[src/rtl/hidden_neuron_seq.sv]
// Sequential hidden-layer neuron: multiply-accumulate over N_INPUTS beats, add a bias,
// then apply f(x) = 0.5*(x/(1+|x|)+1) with a bit-serial restoring divider.
module hidden_neuron_seq #(
    parameter int N_INPUTS = 10,
    parameter int DATA_W   = 10,
    parameter int FRAC_W   = 8
) (
    input  logic                     clk,
    input  logic                     rst_n,
    input  logic                     start,
    input  logic signed [DATA_W-1:0] bias,
    input  logic                     in_valid,
    output logic                     in_ready,
    input  logic signed [DATA_W-1:0] in_val,
    input  logic signed [DATA_W-1:0] weight,
    output logic                     out_valid,
    input  logic                     out_ready,
    output logic        [DATA_W-1:0] out_val,
    output logic                     busy
);

    localparam int ACC_W  = 2*DATA_W + $clog2(N_INPUTS) + 1;
    localparam int DIV_W  = ACC_W + 1;
    localparam int CNT_W  = (N_INPUTS > 1) ? $clog2(N_INPUTS) : 1;
    localparam int DCNT_W = $clog2(FRAC_W + 1);

    localparam logic [CNT_W-1:0]  LAST_BEAT = CNT_W'(N_INPUTS - 1);
    localparam logic [DCNT_W-1:0] LAST_DIV  = DCNT_W'(FRAC_W);
    localparam logic [DIV_W-1:0]  DIV_BASE  = DIV_W'(1) << (2*FRAC_W);
    localparam logic [FRAC_W:0]   ONE_Q     = {1'b1, {FRAC_W{1'b0}}};

    typedef enum logic [1:0] {
        IDLE,
        ACCUM,
        DIVIDE,
        OUTPUT
    } stateT;

    stateT                    state;
    logic signed [ACC_W-1:0]  acc;
    logic [CNT_W-1:0]         beatCnt;
    logic [DIV_W-1:0]         rem;
    logic [DIV_W-1:0]         divisor;
    logic [FRAC_W-1:0]        quot;
    logic [DCNT_W-1:0]        divCnt;
    logic                     xNeg;

    logic signed [2*DATA_W-1:0] prodFull;
    logic signed [ACC_W-1:0]    prodExt;
    logic signed [ACC_W-1:0]    biasExt;
    logic signed [ACC_W-1:0]    accSum;
    logic [DIV_W-1:0]           remShift;
    logic [DIV_W-1:0]           remNext;
    logic                       qBit;
    logic [FRAC_W-1:0]          quotNext;

    // |x| as an unsigned divider operand; the accumulator headroom bit keeps -x representable.
    function automatic logic [DIV_W-1:0] magnitude(input logic signed [ACC_W-1:0] x);
        logic [ACC_W-1:0] m;
        m = x[ACC_W-1] ? -x : x;
        return {1'b0, m};
    endfunction

    // 0.5*(1 +/- q/2^FRAC_W), truncated, as unsigned Q0.FRAC_W zero-extended to DATA_W.
    function automatic logic [DATA_W-1:0] activate(input logic [FRAC_W-1:0] q,
                                                   input logic neg);
        logic [FRAC_W:0] sum;
        sum = neg ? (ONE_Q - {1'b0, q}) : (ONE_Q + {1'b0, q});
        return DATA_W'(sum[FRAC_W:1]);
    endfunction

    assign prodFull = in_val * weight;
    assign prodExt  = {{(ACC_W-2*DATA_W){prodFull[2*DATA_W-1]}}, prodFull};
    assign biasExt  = {{(ACC_W-DATA_W){bias[DATA_W-1]}}, bias};
    assign accSum   = acc + prodExt;

    // Restoring step: remainder stays below the divisor, so the shift never overflows.
    assign remShift = {rem[DIV_W-2:0], 1'b0};
    assign qBit     = (remShift >= divisor);
    assign remNext  = qBit ? (remShift - divisor) : remShift;
    assign quotNext = FRAC_W'({quot, qBit});

    always_ff @(posedge clk) begin
        if (!rst_n) begin
            state     <= IDLE;
            acc       <= '0;
            beatCnt   <= '0;
            rem       <= '0;
            divisor   <= '0;
            quot      <= '0;
            divCnt    <= '0;
            xNeg      <= 1'b0;
            in_ready  <= 1'b0;
            out_valid <= 1'b0;
            out_val   <= '0;
            busy      <= 1'b0;
        end else begin
            case (state)
                IDLE: begin
                    if (start) begin
                        acc      <= biasExt <<< FRAC_W;
                        beatCnt  <= '0;
                        in_ready <= 1'b1;
                        busy     <= 1'b1;
                        state    <= ACCUM;
                    end
                end

                ACCUM: begin
                    if (in_valid && in_ready) begin
                        acc <= accSum;
                        if (beatCnt == LAST_BEAT) begin
                            in_ready <= 1'b0;
                            divCnt   <= '0;
                            state    <= DIVIDE;
                        end else begin
                            beatCnt <= beatCnt + 1'b1;
                        end
                    end
                end

                // First DIVIDE cycle loads the operands; the next FRAC_W cycles each yield one bit.
                DIVIDE: begin
                    if (divCnt == '0) begin
                        rem     <= magnitude(acc);
                        divisor <= DIV_BASE + magnitude(acc);
                        xNeg    <= acc[ACC_W-1];
                        quot    <= '0;
                        divCnt  <= divCnt + 1'b1;
                    end else begin
                        rem  <= remNext;
                        quot <= quotNext;
                        if (divCnt == LAST_DIV) begin
                            out_val   <= activate(quotNext, xNeg);
                            out_valid <= 1'b1;
                            state     <= OUTPUT;
                        end else begin
                            divCnt <= divCnt + 1'b1;
                        end
                    end
                end

                OUTPUT: begin
                    if (out_ready) begin
                        out_valid <= 1'b0;
                        out_val   <= '0;
                        busy      <= 1'b0;
                        state     <= IDLE;
                    end
                end

                default: begin
                    state     <= IDLE;
                    in_ready  <= 1'b0;
                    out_valid <= 1'b0;
                    busy      <= 1'b0;
                end
            endcase
        end
    end

endmodule

[config.mk]
export PLATFORM = sky130hd
export DESIGN_NAME = hidden_neuron_seq
export DESIGN_NICKNAME = d
export VERILOG_FILES = /design/src/rtl/hidden_neuron_seq.sv
export SDC_FILE = /design/constraint.sdc
export NUM_CORES = 1
export LEC_CHECK = 0
export ABC_AREA = 1
export CAP_MARGIN = 10
export CELL_PAD_IN_SITES_DETAIL_PLACEMENT = 0
export CELL_PAD_IN_SITES_GLOBAL_PLACEMENT = 2
export CORE_UTILIZATION = 37
export CTS_BUF_LIST = sky130_fd_sc_hd__clkbuf_2
export CTS_CLUSTER_SIZE = 24
export DETAILED_ROUTE_END_ITERATION = 6
export PLACE_DENSITY_LB_ADDON = 0.1
export SETUP_SLACK_MARGIN = 0.05
export SYNTH_ARGS = -nofsm -noshare
export SYNTH_HDL_FRONTEND = slang
export SYNTH_SLANG_ARGS = --single-unit
export TNS_END_PERCENT = 30
[constraint.sdc]
create_clock -name clk -period 8.8 [get_ports clk]
set_clock_uncertainty 0.05 [all_clocks]
set_input_delay 2.64 -clock clk [delete_from_list [all_inputs] [get_ports clk]]
set_output_delay 2.64 -clock clk [all_outputs]
set_load 0.005 [all_outputs]
==> key figures, run 1 <==
Status
  – Status: completed

Clock network
  – Clock buffer depth: 2
  – CTS Sinks: 105
  – CTS clock-pin slew for the worst setup and hold paths: 0.33 ns
  – CTS resizes: 0
  – Clk Latency, worst-skew pair: 0.67 ns
  – Root buf cell: clkbuf_2
  – CTS tree: yes
  – H-tree levels: 3
  – TritonCTS Buffers: 9
  – Post-CTS setup buffer count: 0
  – Cts hold-fix bufs: 0

Drt
  – ANT nets after route: 0
  – DRT Pass-1 Iters: 5
  – Vias per cell: 4.92
  – DR iter-0 viols: 643
  – Average wire per standard cell: 15.7 um
  – Detailed Route WL: 36200 um
  – Vias: 11337
  – # DRC: 0

Floorplanning
  – Die height: 188 um
  – Die span in x: 188 um
  – Ports: 48
  – Initial core utilization: 0.379
  – Die area: 0.0353 sq mm
  – FP Rows: 67
  – CORE AREA: 0.0338 sq mm

Place
  – DP HPWL: 30200 um
  – I/O Buffers: 45
  – GP Congestion: 0.844

Setup path
  – FF-to-FF setup slack: 4.39 ns
  – Crit. End Element: flip-flop
  – Worst EP arrival: 8.49 ns
  – WP data required: 9.36 ns
  – Critical Path Fanout Max: 10
  – Reg2Reg Depth: 16
  – Startpoint Class: primary input
  – Critical setup path kind: primary input to flip-flop

Timing
  – Final Hold Vio Count: 0
  – Final setup viols: 0
  – Final Max Tran Viols: 0
  – Top achievable clock speed: 126 MHz
  – Fin crit share: 0.902
  – Worst slew pin tran: 1.16 ns
  – TNS Setup: 0 ns
  – RSZ-0062 raised after global routing: no
  – Max transition margin: 0.229
  – Tmin final: 7.94 ns

Min path
  – WHS Path Cells: 2
  – Worst hold path type: flip-flop to flip-flop

Layout
  – Layout cells sized above 1: 0.0469
  – Most common cell after layout, fill and taps aside: nand2_1
  – Diodes inserted: 0
  – Layout area overhead: 7.52%
  – Most frequent cells in the layout: nand2_1 (391), inv_1 (383), a21oi_1 (165)
  – Number of nets in the layout: 2116

Global route
  – Initial antenna violation count: 0
  – Largest net degree at the start of global routing: 63
  – Total gr overflow: 0
  – First-pass GRT wire length: 60800 um
  – Global Route Usage Sum: 0.216
  – Vias in the first global route: 11279

Synth
  – Syn. warnings: 0
  – Register area share after synthesis: 0.164
  – Number of synthesized flops with an enable pin: 0
  – Avg Cell Area, Syn: 6.96 sq um
  – Top FF cell, synth: dfxtp_1
  – Yosys reg bits: 105
  – Fraction of registers with async set/reset: 0
  – Cell area after synthesis: 0.0128 sq mm
  – Synthesized instance count: 1837
  – Netlist cell types: 53

Run
  – Max-cap check violation count: 0
[stage by stage]
step	worst slack, ns	cell area [sq um]	hold WS, ns	utilization	instances
after floorplan	1.24	12800	0.370	-	1838
after global placement	0.325	13600	0.389	0.403	2287
after detailed placement	0.145	13600	0.394	0.403	2287
after CTS	0.944	13800	0.419	0.407	2303
after global routing	0.579	13800	0.442	0.407	2303
final	0.863	13800	0.420	0.407	2303
[worst paths after layout]
kind,to,from
worst max register to register,acc[19]$_SDFFE_PN0P_,acc[9]$_SDFFE_PN0P_
worst max-delay path,acc[21]$_SDFFE_PN0P_,weight[3]
worst min register to register,divisor[25]$_SDFFE_PN0P_,divisor[25]$_SDFFE_PN0P_
worst min-delay path,divisor[25]$_SDFFE_PN0P_,divisor[25]$_SDFFE_PN0P_
[flip-flops by register name (all words and copies together), names as in the netlist]
name / flops
rem: 25
beatCnt: 4
divCnt: 4
acc: 25
divisor: 26
quot: 7
busy: 1
out_valid: 1
xNeg: 1
out_val: 8
state: 2
in_ready: 1
[per-layer routing]
layer | wire length (um) | vias up | track usage | part of all wire
met2 | 15300 | 190 | 0.328 | 0.42
li1 | - | 5773 | - | -
met3 | 1660 | 9 | 0.0309 | 0.046
met1 | 19100 | 5365 | 0.332 | 0.53
met4 | 170 | 0 | 0.0219 | 0.0047
met5 | 0 | - | 0 | 0
[worst max-delay path, stage by stage]
cell	delay, ns
clkdlybuf4s50_1	0.65
nand2_1	0.16
inv_1	0.07
fa_1	0.73
inv_1	0.18
fa_1	0.52
inv_1	0.34
fa_1	0.47
fa_1	0.48
inv_1	0.05
fa_1	0.52
inv_1	0.04
ha_1	0.36
nand2_1	0.15
nor4_1	0.47
nand4_1	0.18
nand3_1	0.20
a21oi_1	0.08
o21ai_0	0.11
a21oi_1	0.08
[cells by family (layout without fill, tap and decap cells)]
family | Yosys count | in the layout | synth area share
AO/OA/AOI/OAI | 321 | 321 | 0.139
XOR/XNOR | 27 | 27 | 0.0185
adder cells (fa/ha/maj) | 231 | 231 | 0.301
buffers and inverters | 454 | 471 | 0.140
flip-flops | 105 | 105 | 0.164
other | 1 | 2 | 0.000293
AND/OR/NAND/NOR | 698 | 698 | 0.238
[final cells by class]
type | instances | area [sq um]
flip-flops and latches | 105 | 2100
repair buffers | 57 | 541
multi-input cells | 1279 | 8910
well taps | 448 | 561
inverters | 398 | 1500
clock inverters | 7 | 101
clock buffers | 9 | 45.0
fillers | 3681 | 20000
[cell usage after synthesis (2+ instances only)]
cell / count / area, sq um
nand2_2: 11 / 68.8
xor2_1: 13 / 114
or2_1: 2 / 12.5
nand3_1: 95 / 475
a22oi_1: 8 / 60.1
inv_2: 9 / 33.8
a21oi_1: 165 / 826
nor2_2: 9 / 56.3
o21ai_1: 10 / 50.1
nand2_1: 391 / 1470
buf_6: 2 / 22.5
nor2_1: 115 / 432
buf_2: 9 / 45.0
nand3_2: 4 / 40.0
o21bai_1: 11 / 82.6
and3_1: 2 / 12.5
a211oi_1: 2 / 15.0
a31oi_1: 11 / 68.8
ha_1: 103 / 1290
buf_4: 3 / 22.5
nor3_1: 17 / 85.1
fa_1: 128 / 2560
o211ai_1: 10 / 75.1
clkbuf_1: 38 / 143
a21oi_2: 4 / 35.0
o22ai_1: 10 / 62.6
o21ai_2: 2 / 17.5
clkbuf_8: 3 / 41.3
clkinv_1: 5 / 18.8
nor4_1: 4 / 25.0
nor2_4: 5 / 56.3
dfxtp_1: 105 / 2100
nand3b_1: 6 / 45.0
nand4_1: 19 / 119
xnor2_1: 14 / 123
inv_1: 383 / 1440
a21o_1: 6 / 45.0
o21a_1: 3 / 22.5
or2_2: 8 / 50.1
and2_1: 4 / 25.0
o21ai_0: 76 / 380
Power of run 1 is not shown: default switching activity piles up to over one toggle a cycle in this logic, so the estimate is an artifact.
==> inputs of run 2 (changes only) <==
--- a/config.mk
+++ b/config.mk
@@ -6,7 +6,6 @@
 export NUM_CORES = 1
 export LEC_CHECK = 0
 export ABC_AREA = 1
-export CAP_MARGIN = 10
 export CELL_PAD_IN_SITES_DETAIL_PLACEMENT = 0
 export CELL_PAD_IN_SITES_GLOBAL_PLACEMENT = 2
 export CORE_UTILIZATION = 37
@@ -14,7 +13,6 @@
 export CTS_CLUSTER_SIZE = 24
 export DETAILED_ROUTE_END_ITERATION = 6
 export PLACE_DENSITY_LB_ADDON = 0.1
-export SETUP_SLACK_MARGIN = 0.05
 export SYNTH_ARGS = -nofsm -noshare
 export SYNTH_HDL_FRONTEND = slang
 export SYNTH_SLANG_ARGS = --single-unit
==> results of run 2 <==
Final layout, timing and power as in run 1 (identical DEF).
Power of run 2 is left out for the same reason.
